--- config.mk ---
export PLATFORM = sky130hd
export DESIGN_NAME = pc_fetch_unit
export DESIGN_NICKNAME = d
export VERILOG_FILES = /design/src/rtl/pc_fetch_unit_pkg.sv /design/src/rtl/fetch_timeout_counter.sv /design/src/rtl/pc_fetch_unit.sv
export SDC_FILE = /design/constraint.sdc
export NUM_CORES = 1
export LEC_CHECK = 0
export ABC_AREA = 1
export CORE_UTILIZATION = 36
export CTS_CLUSTER_SIZE = 25
export DETAILED_ROUTE_END_ITERATION = 8
export HOLD_SLACK_MARGIN = 0.15
export PLACE_DENSITY = 0.78
export RECOVER_POWER = 100
export REMOVE_ABC_BUFFERS = 1
export SLEW_MARGIN = 20
export SYNTH_ARGS = -nofsm -noshare
export SYNTH_HDL_FRONTEND = slang
export SYNTH_SLANG_ARGS = --single-unit
--- constraint.sdc ---
create_clock -name clock -period 1.1 [get_ports clock]
set_input_delay 0.22 -clock clock [delete_from_list [all_inputs] [get_ports clock]]
set_output_delay 0.22 -clock clock [all_outputs]
set_load 0.05 [all_outputs]
--- src/rtl/pc_fetch_unit_pkg.sv ---
// Shared definitions for the PC fetch unit: FSM encoding and parameter defaults.
package pc_fetch_unit_pkg;

   localparam int          LARGURA_PAD    = 32;
   localparam logic [31:0] PC_INICIAL_PAD = 32'h0000_0000;

   typedef enum logic [2:0] {
      OCIOSO = 3'd0,
      BUSCA  = 3'd1,
      PRONTO = 3'd2,
      PARADO = 3'd3,
      ERRO   = 3'd4
   } estado_t;

endpackage

--- src/rtl/fetch_timeout_counter.sv ---
// Counts fetch cycles spent waiting for mem_ack; flags the cycle in which the count reaches TIMEOUT.
module fetch_timeout_counter #(
   parameter int TIMEOUT = 15
) (
   input  logic clock,
   input  logic reset,
   input  logic clear_i,
   input  logic enable_i,
   output logic expired_o
);

   localparam logic [3:0] LIMITE = 4'(TIMEOUT - 1);

   logic [3:0] cont_q, cont_d;

   always_comb begin
      cont_d = cont_q;
      if (clear_i)
         cont_d = '0;
      else if (enable_i)
         cont_d = cont_q + 4'd1;
   end

   // Expiry is flagged in the cycle whose increment makes the count equal TIMEOUT,
   // so a fetch gets exactly TIMEOUT request cycles before giving up.
   assign expired_o = enable_i && !clear_i && (cont_q == LIMITE);

   always_ff @(posedge clock or negedge reset) begin
      if (!reset)
         cont_q <= '0;
      else
         cont_q <= cont_d;
   end

endmodule

--- src/rtl/pc_fetch_unit.sv ---
// Program counter register plus instruction fetch over a req/ack memory handshake.
module pc_fetch_unit
   import pc_fetch_unit_pkg::*;
#(
   parameter int                 LARGURA    = LARGURA_PAD,
   parameter logic [LARGURA-1:0] PC_INICIAL = LARGURA'(PC_INICIAL_PAD),
   parameter int                 TIMEOUT    = 15
) (
   input  logic               clock,
   input  logic               reset,
   input  logic               iniciar,
   input  logic [LARGURA-1:0] proximo_pc,
   input  logic               avancar,
   input  logic               halt,
   output logic               mem_req,
   output logic [LARGURA-1:0] mem_endereco,
   input  logic               mem_ack,
   input  logic [LARGURA-1:0] mem_dado,
   output logic [LARGURA-1:0] pc,
   output logic [LARGURA-1:0] instrucao,
   output logic               instrucao_valida,
   output logic               parado,
   output logic               erro_timeout
);

   estado_t            estado_q, estado_d;
   logic [LARGURA-1:0] pc_q, pc_d;
   logic [LARGURA-1:0] instr_q, instr_d;
   logic               expirou;
   logic               em_busca;

   assign em_busca = (estado_q == BUSCA);

   fetch_timeout_counter #(
      .TIMEOUT(TIMEOUT)
   ) u_timeout (
      .clock    (clock),
      .reset    (reset),
      .clear_i  (!em_busca || mem_ack),
      .enable_i (em_busca && !mem_ack),
      .expired_o(expirou)
   );

   always_comb begin
      estado_d = estado_q;
      pc_d     = pc_q;
      instr_d  = instr_q;
      case (estado_q)
         OCIOSO: if (iniciar) estado_d = BUSCA;
         BUSCA: begin
            // A late ack in the expiry cycle still wins over the timeout.
            if (mem_ack) begin
               instr_d  = mem_dado;
               estado_d = PRONTO;
            end else if (expirou) begin
               estado_d = ERRO;
            end
         end
         PRONTO: begin
            if (avancar) begin
               pc_d     = proximo_pc;
               estado_d = halt ? PARADO : BUSCA;
            end
         end
         PARADO: if (iniciar) estado_d = BUSCA;
         ERRO:   estado_d = ERRO;
         default: estado_d = OCIOSO;
      endcase
   end

   always_ff @(posedge clock or negedge reset) begin
      if (!reset) begin
         estado_q <= OCIOSO;
         pc_q     <= PC_INICIAL;
         instr_q  <= '0;
      end else begin
         estado_q <= estado_d;
         pc_q     <= pc_d;
         instr_q  <= instr_d;
      end
   end

   // Status outputs are state decodes, so they fall with the async reset immediately.
   assign mem_req          = em_busca;
   assign mem_endereco     = pc_q;
   assign pc               = pc_q;
   assign instrucao        = instr_q;
   assign instrucao_valida = (estado_q == PRONTO);
   assign parado           = (estado_q == PARADO);
   assign erro_timeout     = (estado_q == ERRO);

endmodule

==> key figures, run 1 <==
Clock network
  • Htree depth: 3
  • Num CTS Buffers: 9
  • Clock latency on the worst-skew pair: 0.35 ns
  • Clock Path Buffers: 2
  • Clock Sinks: a little over 70
  • Worst-path clk slew: 0.08 ns
  • Root Buffer: clkbuf_8
  • CTS tree: yes

Setup path
  • CP Capture Type: output pin
  • CP max stage delay: 0.44 ns
  • R2R Setup Slk: -0.36 ns
  • R2R depth: 10
  • CP max FO: 4
  • Setup CP Type: reg -> out
  • Required @ worst endpoint: slightly below 0.9 ns
  • Crit path DAT: 1.35 ns
  • Critical path's slowest cell: dfrtp_2
  • CP cell instances: buf_4 > nor3_4 > buf_6 > buf_12
  • Worst setup SP type: flop

Place
  • Placer Congestion: 0.7905
  • Cell Area, Placed: 5929 sq um
  • HPWL Detailed: 7.555 mm
  • Port Buffers: 169

Power
  • Pleak: ~0.0033 uW
  • Cell Pwr Density: between 3000 and 4000 nW/um^2
  • VDD IR max: ~2.2 mV

Global routing
  • Total GRT Usage: between 20% and 30%
  • Grt total ovfl: 0
  • Initial antenna violation count: 0
  • First-pass GRT wire length: 15.95 mm
  • Vias in the first global route: 3246
  • Pin count of the biggest net entering global routing: 72

STA
  • Worst Setup Slack, final: -0.4731 ns
  • Hold_ws: 0.4282 ns
  • Max-slew violations: 0
  • Final Hold Viols: 0
  • Worst rel slew slack: roughly 57%
  • Peak Freq: 635.7 MHz
  • Setup violations, final: 171
  • RSZ-0062 raised after global routing: true
  • Worst slew pin tran: 0.6479 ns
  • Fin crit period: 1.573 ns
  • Period utilization: 143.0%
  • Worst clock skew: 0.007089 ns

Run status
  • Status: finished with violations
  • Failing checks: setup timing

Routing
  • First-pass DRT Iterations: 4
  • Post-route DRC: 0
  • DRT iter0 DRCs: 112
  • Drt via density: 4.860
  • Antenna Violating Nets Remaining: 0
  • Vias: 3363
  • WL per Instance: 17.57 um
  • Routed wire length: 12.16 mm

Final layout
  • Area grow syn2layout: 117.7%
  • # fillers: 488
  • Final Cell Area: 6967 sq um
  • Share of layout cells above drive strength 1: 50.17%
  • Post-layout util: 80.28%
  • ANT cells: 0
  • Layout Nets: 651

Floorplanning
  • I/O pin total: 170
  • Core area: 8678 sq um
  • Die Wd: 96.29 um
  • Die H: 96.29 um
  • DIE AREA: between 9000 and 10000 sq um
  • Starting density of the core: between 30% and 40%
  • Rows: 34

Synth
  • Largest family of logic cells by synthesized area: simple AND/OR/NAND/NOR gates
  • Multiplexer share of the synthesized area: 0%
  • Synth Area in Compound Gates: 0.3127%
  • Syn Area/Cell: 8.817 sq um
  • Synth cell types: 18
  • Simple-Gate Fraction of Synth Area: 30.38%
  • Post-Synth XOR/XNOR Area: 0.5473%
  • #FFs+latches synth: 71
  • Synthesis Warnings: 0
  • Syn Inst Count: 363
  • Synthesized-area fraction occupied by adder cells: 0.7819%
  • Sequential share of the synthesized area: 55.51%
  • Synthesized area: 3201 sq um

Hold path
  • Min-Delay Path Depth: 3
  • HP Class: in -> reg

Job
  • Maxcap violations: 0
## cells by family after synthesis
logic type / count (synthesis)
and+or+nand+nor: 226
AOI/OAI and AO/OA: 2
adders and majority gates: 2
xor gates and xnor gates: 2
buffers and inverters: 60
DFF: 71
## Yosys cell counts (all sizes together)
master / count / area share [%]
inv: 8 / 0.94
buf: 45 / 11
nand2: 143 / 17
xnor2: 1 / 0.27
nor3: 2 / 0.31
ha: 2 / 0.78
nor2: 10 / 1.6
clkbuf: 7 / 0.82
nand3: 71 / 11
xor2: 1 / 0.27
a21oi: 2 / 0.31
dfrtp: 71 / 56
## registers in the layout, indices dropped and copies added (netlist names)
register / cells
mem_endereco: 32
instrucao: 32
estado_q: 3
u_timeout.cont_q: 4
## cells in the final DEF (no fill, tap or decap), types with 2 or more instances in the layout
cell,netlist,layout
ha_1,2,2
nand2_1,138,106
nor2_1,8,4
nand2_4,1,3
buf_6,6,14
dfrtp_1,71,36
nand3_2,0,8
inv_1,6,6
clkinv_2,0,2
buf_12,0,106
buf_4,32,59
nor3_4,0,2
dfrtp_2,0,35
clkbuf_16,0,3
nand2_8,0,5
inv_2,2,2
nand3_1,71,63
a21oi_1,2,2
nor2_4,2,3
clkbuf_8,0,10
clkdlybuf4s50_1,0,68
buf_8,0,2
nor2_2,0,3
nand2_2,4,32
clkinvlp_4,0,2
## area by class of cell
type / instances / area [sq um] / share of cell area (%)
Clock buffer: 11 / 141.4 / 2.029
Clock inverter: 5 / 33.78 / 0.4849
Inverter: 8 / 30.03 / 0.4310
Multi-Input combinational cell: 235 / 1280 / 18.37
Sequential cell: 71 / 1821 / 26.13
Tap cell: 108 / 135.1 / 1.940
Timing Repair Buffer: 254 / 3526 / 50.61
## routing by layer
layer,vias up,GRT usage [%],wire length [um]
li1,1549,-,-
met5,-,0,0
met3,16,6.240,1026
met2,159,43.32,6778
met4,0,8.578,186
met1,1639,24.38,4165
## where the power goes
group	switching [uW]	total, uW	leakage (uW)	internal [uW]
registers	1830	5710	0.000851	3890
logic	9430	18600	0.00236	9190
clock network	999	1880	0.0000853	876
total	12300	26200	0.00330	14000
## repair_timing
action,in CTS,in global routing
hold endpoints to repair,71,0
gates resized for setup,45,69
buffers inserted,20,34
hold buffers,1,0
cloned,1,7
setup endpoints to repair,171,171
pin swaps,5,9
## worst paths after layout
check	endpoint	startpoint
hold reg to reg	instrucao[14]	instrucao[14]
min in group asynchronous	instrucao[12]	reset
hold / removal	instrucao[21]	mem_dado[21]
setup reg to reg	estado_q[0]	estado_q[1]
max in group asynchronous	mem_endereco[1]	reset
setup / recovery	erro_timeout	estado_q[1]
## critical path, delay by kind of cell (launching register included)
family / cells / cell delay [ns]
AND/OR/NAND/NOR: 1 / 0.15
flip-flops: 1 / 0.44
buffers and inverters: 3 / 0.42
## stage by stage
step / total power, uW / instances / setup WS [ns] / setup TNS, ns
floorplan: 12140 / 311 / -0.8866 / -56.99
global route: 27290 / 692 / -0.5458 / -38.08
finish: 26220 / 692 / -0.4731 / -28.98
CTS: 24380 / 653 / -0.4813 / -28.35
detailed placement: 21650 / 616 / -0.3310 / -17.55
global placement: 21250 / 616 / -0.3021 / -15.38
Power figures use the tool's default switching activity.
==> inputs of run 2 (changes only) <==
--- a/config.mk
+++ b/config.mk
@@ -6,13 +6,13 @@
 export NUM_CORES = 1
 export LEC_CHECK = 0
 export ABC_AREA = 1
+export CORE_MARGIN = 1
 export CORE_UTILIZATION = 36
 export CTS_CLUSTER_SIZE = 25
 export DETAILED_ROUTE_END_ITERATION = 8
 export HOLD_SLACK_MARGIN = 0.15
 export PLACE_DENSITY = 0.78
 export RECOVER_POWER = 100
-export REMOVE_ABC_BUFFERS = 1
 export SLEW_MARGIN = 20
 export SYNTH_ARGS = -nofsm -noshare
 export SYNTH_HDL_FRONTEND = slang
==> run 2 against run 1 <==
Compared with the run above:
- the flow still finishes with violations (setup timing)
- fmax rose by 0.56%
- first-iteration DRC count fell by 7.1%
- sequential power up 2%
- worst hold slack improved by 0.015 ns
- via count rose by 7.8%
- final area grew 5.1%
- register-to-register slack got worse by 0.10 ns
- sequential share of layout area fell by 1.1 points
- sequential cell count unchanged
- highest routed layer unchanged
- critical path depth increased by 5
==> key figures, run 2 (synthesized netlist as in run 1, its figures left out) <==
Run status
  • Status: finished with violations
  • Failing checks: setup timing

Place
  • Port Buffers: 169 (unchanged)
  • HPWL Detailed: 7.267 mm (-3.8%)
  • Cell Area, Placed: 5979 sq um (+0.84%)
  • Placer Congestion: 0.8027 (+1.5%)
  • Placed cells: 615 (-0.16%)

STA
  • Worst Setup Slack, final: -0.4643 ns (+0.008806 ns)
  • Period utilization: 142.2% (-0.80 points)
  • Final Hold Viols: 0 (unchanged)
  • Worst clock skew: 0.009256 ns (+0.002167 ns)
  • RSZ-0062 raised after global routing: true
  • Max-slew violations: 0 (unchanged)
  • Setup violations, final: 171 (unchanged)
  • Peak Freq: 639.3 MHz (+0.56%)
  • Fin crit period: 1.564 ns (-0.008806 ns)
  • Worst slew pin tran: 0.6730 ns (+0.02515 ns)
  • Worst rel slew slack: 55.13% (-1.7 points)

Global routing
  • Total GRT Usage: 26.05% (+3.0 points)
  • Vias in the first global route: 3486 (+7.4%)
  • Pin count of the biggest net entering global routing: 72 (unchanged)
  • Grt total ovfl: 0 (unchanged)
  • First-pass GRT wire length: 17.77 mm (+11%)
  • Initial antenna violation count: 0 (unchanged)

Setup path
  • CP Capture Type: flop
  • Critical path's slowest cell: dfrtp_2
  • Worst setup SP type: flop
  • CP max FO: 6 (+2)
  • CP max stage delay: 0.46 ns (+0.02 ns)
  • Critical path's top delay family: buffers and inverters
  • Setup CP Type: reg -> reg
  • Reg2reg start: estado_q[2]
  • CP cell instances: buf_6 > nor2_4 > buf_12 > buf_12 > nand2_8 > buf_12 > buf_16 > nand2_4 > nand2_2
  • WP buf/inv: 5 (+2)
  • Critical Path Start: estado_q[2]
  • Most used cell, CP: buf_12
  • Required @ worst endpoint: 1.33 ns (+0.45 ns)
  • Crit path DAT: 1.79 ns (+0.44 ns)

Routing
  • Vias: 3626 (+7.8%)
  • Drt via density: 5.165 (+6.3%)
  • Antenna Violating Nets Remaining: 0 (unchanged)
  • DRT iter0 DRCs: 104 (-7.1%)
  • First-pass DRT Iterations: 6 (+2)
  • WL per Instance: 19.27 um (+9.7%)
  • Post-route DRC: 0 (unchanged)
  • Routed wire length: 13.53 mm (+11%)

Clock network
  • Htree depth: 3 (unchanged)
  • Clock Sinks: 71 (unchanged)
  • Root Buffer: clkbuf_8
  • Worst-path clk slew: 0.07 ns (about the same)
  • Clock Path Buffers: 2 (unchanged)
  • Num CTS Buffers: 9 (unchanged)
  • Clock latency on the worst-skew pair: 0.34 ns (about the same)
  • CTS tree: yes

Floorplanning
  • Starting density of the core: 36.88% (unchanged)
  • Core area: 8678 sq um (unchanged)
  • Die Wd: 96.29 um (unchanged)
  • I/O pin total: 170 (unchanged)
  • Rows: 34 (unchanged)
  • Die H: 96.29 um (unchanged)
  • DIE AREA: 9272 sq um (unchanged)

Hold path
  • HP Class: in -> reg
  • Hold Startpoint: proximo_pc[12]

Final layout
  • Final Cell Area: 7322 sq um (+5.1%)
  • ANT cells: 0 (unchanged)
  • Layout Nets: 661 (+1.5%)
  • Area grow syn2layout: 128.8%
  • Share of layout cells above drive strength 1: 57.41% (+7.2 points)
  • Most common cell after layout, fill and taps aside: buf_12
  • Most frequent cells in the layout: 107 x buf_12, 83 x nand2_1, 68 x clkdlybuf4s50_1, 63 x buf_4, 57 x nand3_1
  • Final Non-Filler Cells: 702 (+1.4%)

Power
  • VDD IR max: 2.374 mV (+6.1%)
  • Pleak: 0.003406 uW (+3.3%)
  • Cell Pwr Density: 3810 nW/um^2 (+1.2%)
  • Overall power: 27900 uW (+6.4%)

Job
  • Maxcap violations: 0 (unchanged)

Synth
  • Synth Net Count: 435
[run 2: changes by cell type in the layout (fill, tap and decap cells not counted), moves of 5 or more]
cell     before  now
dfrtp_1      36   27
nand2_4       3   21
nand2_1     106   83
dfrtp_2      35   44
nand3_1      63   57
buf_6        14   19
[run 2: final cells by class]
cell class	instances	area, sq um
clock inverters	2	13.76
flip-flops and latches	71	1832
multi-input cells	235	1486
inverters	8	30.03
repair buffers	264	3652
fillers	407	1356
clock buffers	14	172.7
well taps	108	135.1
[run 2: where the power goes]
part | switching, uW | leakage (uW) | internal (uW)
logic | 10100 | 0.00247 | 9990
registers | 1900 | 0.000840 | 3920
clock network | 970 | 0.0000967 | 1010
total | 13000 | 0.00341 | 14900
[run 2: routing by layer]
| metal | vias to the layer above | routed length (um) | part of all wire, % | global-route usage, % |
|---|---|---|---|---|
| li1 | 1584 | - | - | - |
| met3 | 43 | 1054 | 7.8 | 7.188 |
| met2 | 206 | 7385 | 55 | 47.99 |
| met4 | 0 | 505 | 3.7 | 11.40 |
| met1 | 1793 | 4581 | 34 | 27.60 |
| met5 | - | 0 | 0 | 0 |
[run 2: worst register-to-register path, cell delays in order, from the launching register on]
cell and delay [ns]:
dfrtp_2 0.46, buf_6 0.14, nor2_4 0.11, buf_12 0.12
buf_12 0.12, nand2_8 0.09, buf_12 0.16, buf_16 0.14
nand2_4 0.07, nand2_2 0.05
[run 2: timing repair]
action                                  CTS  global route
gates cloned                             11             0
pin swaps                                13            18
gates resized for setup                  65            84
endpoints found under the hold margin    71             0
endpoints found under the setup margin  171           171
hold buffers                              1             0
setup buffers                            36            25
[run 2: through the flow]
| step | TNS [ns] | utilization (%) | worst slack [ns] | hold WS [ns] |
|---|---|---|---|---|
| after floorplan | -10.99 | - | -0.1676 | -0.07559 |
| after CTS | -31.21 | 79.35 | -0.4265 | 0.4124 |
| after detailed placement | -19.30 | 68.90 | -0.3065 | 0.2613 |
| after global placement | -16.63 | 68.90 | -0.2582 | 0.2556 |
| after global routing | -42.52 | 84.37 | -0.4986 | 0.4490 |
| final | -33.46 | 84.37 | -0.4643 | 0.4434 |
[run 2: worst paths after layout]
path                               endpoint  cells past startpoint  slack, ns
max in group asynchronous  mem_endereco[28]                      3       0.04
min reg2reg                    instrucao[1]                      2       0.54
min                        mem_endereco[12]                      3       0.44
max                           instrucao[19]                      9      -0.46
max reg2reg                   instrucao[19]                      9      -0.46
min in group asynchronous      instrucao[9]                      3       0.53
==> inputs of run 3 (changes only) <==
--- a/config.mk
+++ b/config.mk
@@ -13,7 +13,6 @@
 export HOLD_SLACK_MARGIN = 0.15
 export PLACE_DENSITY = 0.78
 export RECOVER_POWER = 100
-export SLEW_MARGIN = 20
 export SYNTH_ARGS = -nofsm -noshare
 export SYNTH_HDL_FRONTEND = slang
 export SYNTH_SLANG_ARGS = --single-unit
==> results of run 3 <==
No change in the layout: final DEF, timing and power equal those of run 2.
